--- src/rtl/fetch_pkg.sv ---
// Shared types and helpers for the instruction fetch stage.
package fetch_pkg;

  // Fetch controller states: IDLE marks a restart/abandon cycle, FETCH requests words.
  typedef enum logic {
    IDLE  = 1'b0,
    FETCH = 1'b1
  } fetch_state_e;

  // Memory direction encoding; the fetch stage only ever reads.
  localparam logic RW_READ = 1'b1;

  // Advance a PC by step and wrap it to the given width (width <= 32).
  function automatic logic [31:0] next_pc(input logic [31:0] pc,
                                          input logic [31:0] step,
                                          input int unsigned width);
    logic [31:0] mask;
    if (width >= 32) mask = '1;
    else             mask = (32'd1 << width) - 32'd1;
    return (pc + step) & mask;
  endfunction

endpackage

--- src/rtl/fetch_pc_gen.sv ---
// Fetch PC register: reset beats redirect, redirect beats sequential advance.
module fetch_pc_gen
  import fetch_pkg::*;
#(
  parameter int PC_WIDTH = 8,
  parameter int RESET_PC = 0,
  parameter int PC_STEP  = 1
) (
  input  logic                clk,
  input  logic                reset,
  input  logic                redirect,
  input  logic [PC_WIDTH-1:0] redirect_pc,
  input  logic                advance,
  output logic [PC_WIDTH-1:0] fetch_pc
);

  localparam logic [PC_WIDTH-1:0] RESET_PC_V = PC_WIDTH'(RESET_PC);

  logic [PC_WIDTH-1:0] pc_inc;

  assign pc_inc = PC_WIDTH'(next_pc(32'(fetch_pc), 32'(PC_STEP), PC_WIDTH));

  // Load the PC on reset or redirect, otherwise step it past each accepted word.
  always_ff @(posedge clk) begin
    if (!reset)        fetch_pc <= RESET_PC_V;
    else if (redirect) fetch_pc <= redirect_pc;
    else if (advance)  fetch_pc <= pc_inc;
  end

endmodule

--- src/rtl/instruction_fetch_unit.sv ---
// Fetch stage: PC, memory read request and a one-entry instruction register.
//
// Handshakes:
//   memory side : a word is taken on an edge where mem_req && mem_ready and no
//                 redirect is present; mem_address/mem_req stay put while waiting.
//   decode side : instr_valid offers instruction_out/pc_out; the word is consumed
//                 on an edge where instr_valid && !stall, and held while stall=1.
// ADDR_WIDTH must be at least PC_WIDTH; the address is the zero-extended PC.
module instruction_fetch_unit
  import fetch_pkg::*;
#(
  parameter int PC_WIDTH   = 8,
  parameter int ADDR_WIDTH = 16,
  parameter int DATA_WIDTH = 32,
  parameter int RESET_PC   = 0,
  parameter int PC_STEP    = 1
) (
  input  logic                  clk,
  input  logic                  reset,
  input  logic                  stall,
  input  logic                  redirect,
  input  logic [PC_WIDTH-1:0]   redirect_pc,
  output logic                  mem_req,
  output logic                  mem_rw,
  output logic [ADDR_WIDTH-1:0] mem_address,
  input  logic                  mem_ready,
  input  logic [DATA_WIDTH-1:0] mem_data,
  output logic                  instr_valid,
  output logic [DATA_WIDTH-1:0] instruction_out,
  output logic [PC_WIDTH-1:0]   pc_out,
  output fetch_state_e          dbg_state
);

  localparam logic [PC_WIDTH-1:0] RESET_PC_V = PC_WIDTH'(RESET_PC);

  fetch_state_e        state;
  fetch_state_e        state_next;
  logic                accept;
  logic                consume;
  logic [PC_WIDTH-1:0] fetch_pc;

  fetch_pc_gen #(
    .PC_WIDTH (PC_WIDTH),
    .RESET_PC (RESET_PC),
    .PC_STEP  (PC_STEP)
  ) u_pc_gen (
    .clk         (clk),
    .reset       (reset),
    .redirect    (redirect),
    .redirect_pc (redirect_pc),
    .advance     (accept),
    .fetch_pc    (fetch_pc)
  );

  assign mem_address = ADDR_WIDTH'(fetch_pc);
  assign mem_rw      = RW_READ;
  assign dbg_state   = state;

  // State register; reset and redirect both restart through IDLE.
  always_ff @(posedge clk) begin
    if (!reset) state <= IDLE;
    else        state <= state_next;
  end

  // Next state, memory request and handshake strobes.
  always_comb begin
    state_next = state;
    mem_req    = 1'b0;
    case (state)
      IDLE:    state_next = FETCH;
      FETCH:   mem_req    = reset && (!instr_valid || !stall);
      default: state_next = IDLE;
    endcase
    if (redirect) state_next = IDLE;
    // A redirect in the same cycle discards whatever the memory returns.
    accept  = mem_req && mem_ready && !redirect;
    consume = instr_valid && !stall;
  end

  // Instruction register: flush on redirect, load on accept, drain on consume.
  always_ff @(posedge clk) begin
    if (!reset) begin
      instr_valid     <= 1'b0;
      instruction_out <= '0;
      pc_out          <= RESET_PC_V;
    end else if (redirect) begin
      instr_valid <= 1'b0;
    end else if (accept) begin
      instr_valid     <= 1'b1;
      instruction_out <= mem_data;
      pc_out          <= fetch_pc;
    end else if (consume) begin
      instr_valid <= 1'b0;
    end
  end

endmodule

--- config.mk ---
export PLATFORM = sky130hd
export DESIGN_NAME = instruction_fetch_unit
export DESIGN_NICKNAME = d
export VERILOG_FILES = /design/src/rtl/fetch_pkg.sv /design/src/rtl/fetch_pc_gen.sv /design/src/rtl/instruction_fetch_unit.sv
export SDC_FILE = /design/constraint.sdc
export NUM_CORES = 1
export LEC_CHECK = 0
export ABC_AREA = 0
export BUFFER_PORTS_ARGS = -buffer_cell sky130_fd_sc_hd__buf_2
export CAP_MARGIN = 20
export CELL_PAD_IN_SITES_DETAIL_PLACEMENT = 0
export CELL_PAD_IN_SITES_GLOBAL_PLACEMENT = 1
export CORE_UTILIZATION = 33
export CTS_BUF_LIST = sky130_fd_sc_hd__clkbuf_8 sky130_fd_sc_hd__clkbuf_16
export DETAILED_ROUTE_END_ITERATION = 8
export PLACE_DENSITY = 0.89
export SLEW_MARGIN = 5
export SYNTH_ARGS = -nofsm -noshare
export SYNTH_HDL_FRONTEND = slang
export SYNTH_SLANG_ARGS = --single-unit
--- constraint.sdc ---
create_clock -name clk -period 3.8 [get_ports clk]
set_clock_uncertainty 0.1 [all_clocks]
set_input_delay 0.19 -clock clk [delete_from_list [all_inputs] [get_ports clk]]
set_output_delay 0.19 -clock clk [all_outputs]
set_load 0.05 [all_outputs]
==> reports/qor.csv <==
stage;metric;value;unit
placement;numPortBuffers;95;
setup_path;worstSetupPathType;reg -> reg;
detailed_routing;drtIter0Drc;31;
setup_path;cp-start-kind;register;
clock_network;cts_made_buffers;5;
synth;synth_edf_count;0;
power;power.leakage;1.169;nW
synth;synthMuxAreaShare;0.004947;
layout;fill_cells;614;
die;core-area;0.005921;mm²
synth;synthTopCellsByCount;nand2_1 (83), dfxtp_1 (50), a21oi_1 (31);
synth;syn_area_per_cell;8.258;µm²
setup_path;cp-end-kind;register;
clock_network;worstSkewPairLatency;0.30;ns
grt;grt_pass1_wl;7300;µm
sta;rsz0062_at_grt;false;
layout;register_area;0.001001;mm²
synth;synthArstFlopShare;0;
die;fp-row-count;28;
synth;ys.flop_type;dfxtp_1;
status;outcome;finished clean;
synth;synth_top_cell_area_share;0.4947;
grt;track_usage;0.1472;
grt;gr-total-overflow;0;
power;power_density;427.6;mW/mm²
grt;antenna_found_initial;0;
setup_path;worstPathArrival;2.04;ns
sta;drv_slew;0;
synth;synth-seq-cells;50;
sta;setup_viol;0;
clock_network;clk_path_buf_depth;2;
grt;grt_pass1_vias;1617;
setup_path;critPathRequiredTime;3.84;ns
clock_network;cts-root-buf;clkbuf_8;
synth;yosys.area_share.simple;0.2121;
detailed_routing;num_vias;1825;
synth;synth_most_common_cell;nand2_1;
synth;synth_area;0.002023;mm²
placement;dp_hpwl;3258;µm
synth;synthAdderAreaFrac;0.006184;
synth;synth_compound_area_frac;0.1800;
detailed_routing;viasPerCell;4.495;
synth;ys_top_cells_by_area;dfxtp_1 (49%), nand2_1 (15%), a21oi_1 (7.7%);
sta;period_share;0.5255;
die;start_util;0.3417;
synth;yosysWarnings;0;
layout;drive_gt1_frac;0.3384;
clock_network;cts_tree;built;
layout;syn2layout_area_growth;30.12;%
sta;hold_viol;0;
layout;layoutNonFillerInstCount;406;
clock_network;clkTransAtPathRegs;0.10;ns
sta;fmax;0.5008;GHz
layout;fin_nets;376;
detailed_routing;routedWlPerCell;11.77;µm
grt;grt_start_max_net_pins;42;
detailed_routing;drt_wl_total;4777;µm
hold_path;hold_class;in -> reg;
sta;finalCriticalPeriod;1.997;ns
die;dieArea;0.006448;mm²
detailed_routing;drcViolationCount;0;
die;die_w;80.30;µm
clock_network;cts_resized;0;
power;peakVddDrop;0.0001856;V
placement;placed_cells;397;
die;ioPinCount;105;
sta;slew_headroom;0.3464;
die;die_height;80.30;µm
layout;multi_input_area;907.1;µm²
synth;yosys.area.top_type;dfxtp_1;
synth;synth_cell_type_count;32;
setup_path;crit_fanout;41;
placement;gp_congestion;0.7757;
synth;netlist_instances;245;
layout;antenna_cells;0;
synth;synth-xor-area-share;0.02597;
job;maxCapViolCount;0;
synth;synth_top_family_by_area;simple AND/OR/NAND/NOR gates;
clock_network;cts.sink_count;50;
sta;worst_pin_slew;0.9794;ns
sta;tns;0;ns
detailed_routing;first_pass_iters;4;
detailed_routing;ant_nets;0;
synth;yosysSeqAreaShare;0.4947;
clock_network;h-tree-depth;2;
## per-layer routing
layer,vias up,GRT usage,part of all wire
li1,958,-,-
met1,803,0.1836,0.47
met2,59,0.2479,0.46
met3,5,0.04205,0.062
met4,0,0.03750,0.0094
met5,-,0,0
## cell usage in the layout, fill, tap and decap left out, drive strengths merged
master and instances:
buf 95, nand2 83, dfxtp 50, a21oi 31, a21boi 14, conb 9
o21ai 7, clkbuf 5, nand4 4, xnor2 3, o21ba 3, xor2 3
and2 3, nand3 3, inv 2, bufinv 2, and3 2, and2b 1
and4 1, or4 1, o31ai 1, a31oi 1, mux2i 1, nor2b 1
a22oi 1, o22ai 1, ha 1, clkinv 1, dlygate4sd3 1
## final timing paths
check	startpoint	endpoint	slack, ns	cells after the start
worst max-delay path	dbg_state	instruction_out[22]	1.80	4
worst min-delay path	mem_data[7]	instruction_out[7]	0.01	3
worst max register to register	dbg_state	instruction_out[22]	1.80	4
worst min register to register	instruction_out[31]	instruction_out[31]	0.36	2
## kinds of logic (layout without fill, tap and decap cells)
logic type | after synthesis | in the layout
fa+ha+maj | 1 | 1
xor+xnor | 6 | 6
other cells | 2 | 9
flops | 50 | 50
simple gates | 99 | 99
buf+inv | 27 | 106
mux | 1 | 1
compound gates | 59 | 59
## area by class of cell
class | instances | area share
tap | 75 | 0.03565
clock inverter | 3 | 0.02614
timing repair buffer | 96 | 0.1844
clock buffer | 5 | 0.02614
sequential | 50 | 0.3802
inverter | 2 | 0.002852
multi-input combinational | 175 | 0.3446
## worst max-delay path: stages, from the launching register on
cell      delay, ns
dfxtp_1        0.34
a21boi_4       0.31
nand3_2        0.70
nand2_1        0.28
a21oi_1        0.09
## stage by stage
step	hold WS, ns	total power [mW]	utilization	setup WS [ns]	area (µm²)
after detailed placement	0.3390	0.6979	0.4197	1.660	2485
after global placement	0.3324	0.6963	0.4197	1.727	2485
after floorplan	0.2249	0.6613	-	1.904	2049
after CTS	0.004083	1.142	0.4429	1.757	2623
final	0.01128	1.126	0.4446	1.803	2633
after global routing	0.007536	1.175	0.4446	1.589	2633
## sequential cells by signal (all words and copies together) (netlist names)
name and flops:
instruction_out 32, pc_out 8, u_pc_gen.fetch_pc 8, dbg_state 1, instr_valid 1
## repair_timing
item | CTS | global route
endpoints found under the hold margin | 0 | 1
buffers inserted | 0 | 0
hold buffers | 0 | 1
endpoints found under the setup margin | 0 | 0
## report_power, final
part	total (mW)	switching, mW	internal [mW]
Sequential	0.547	0.0118	0.535
Clock	0.440	0.177	0.264
Combinational	0.138	0.0980	0.0405
Note: power is estimated with default switching activity, not from simulation.
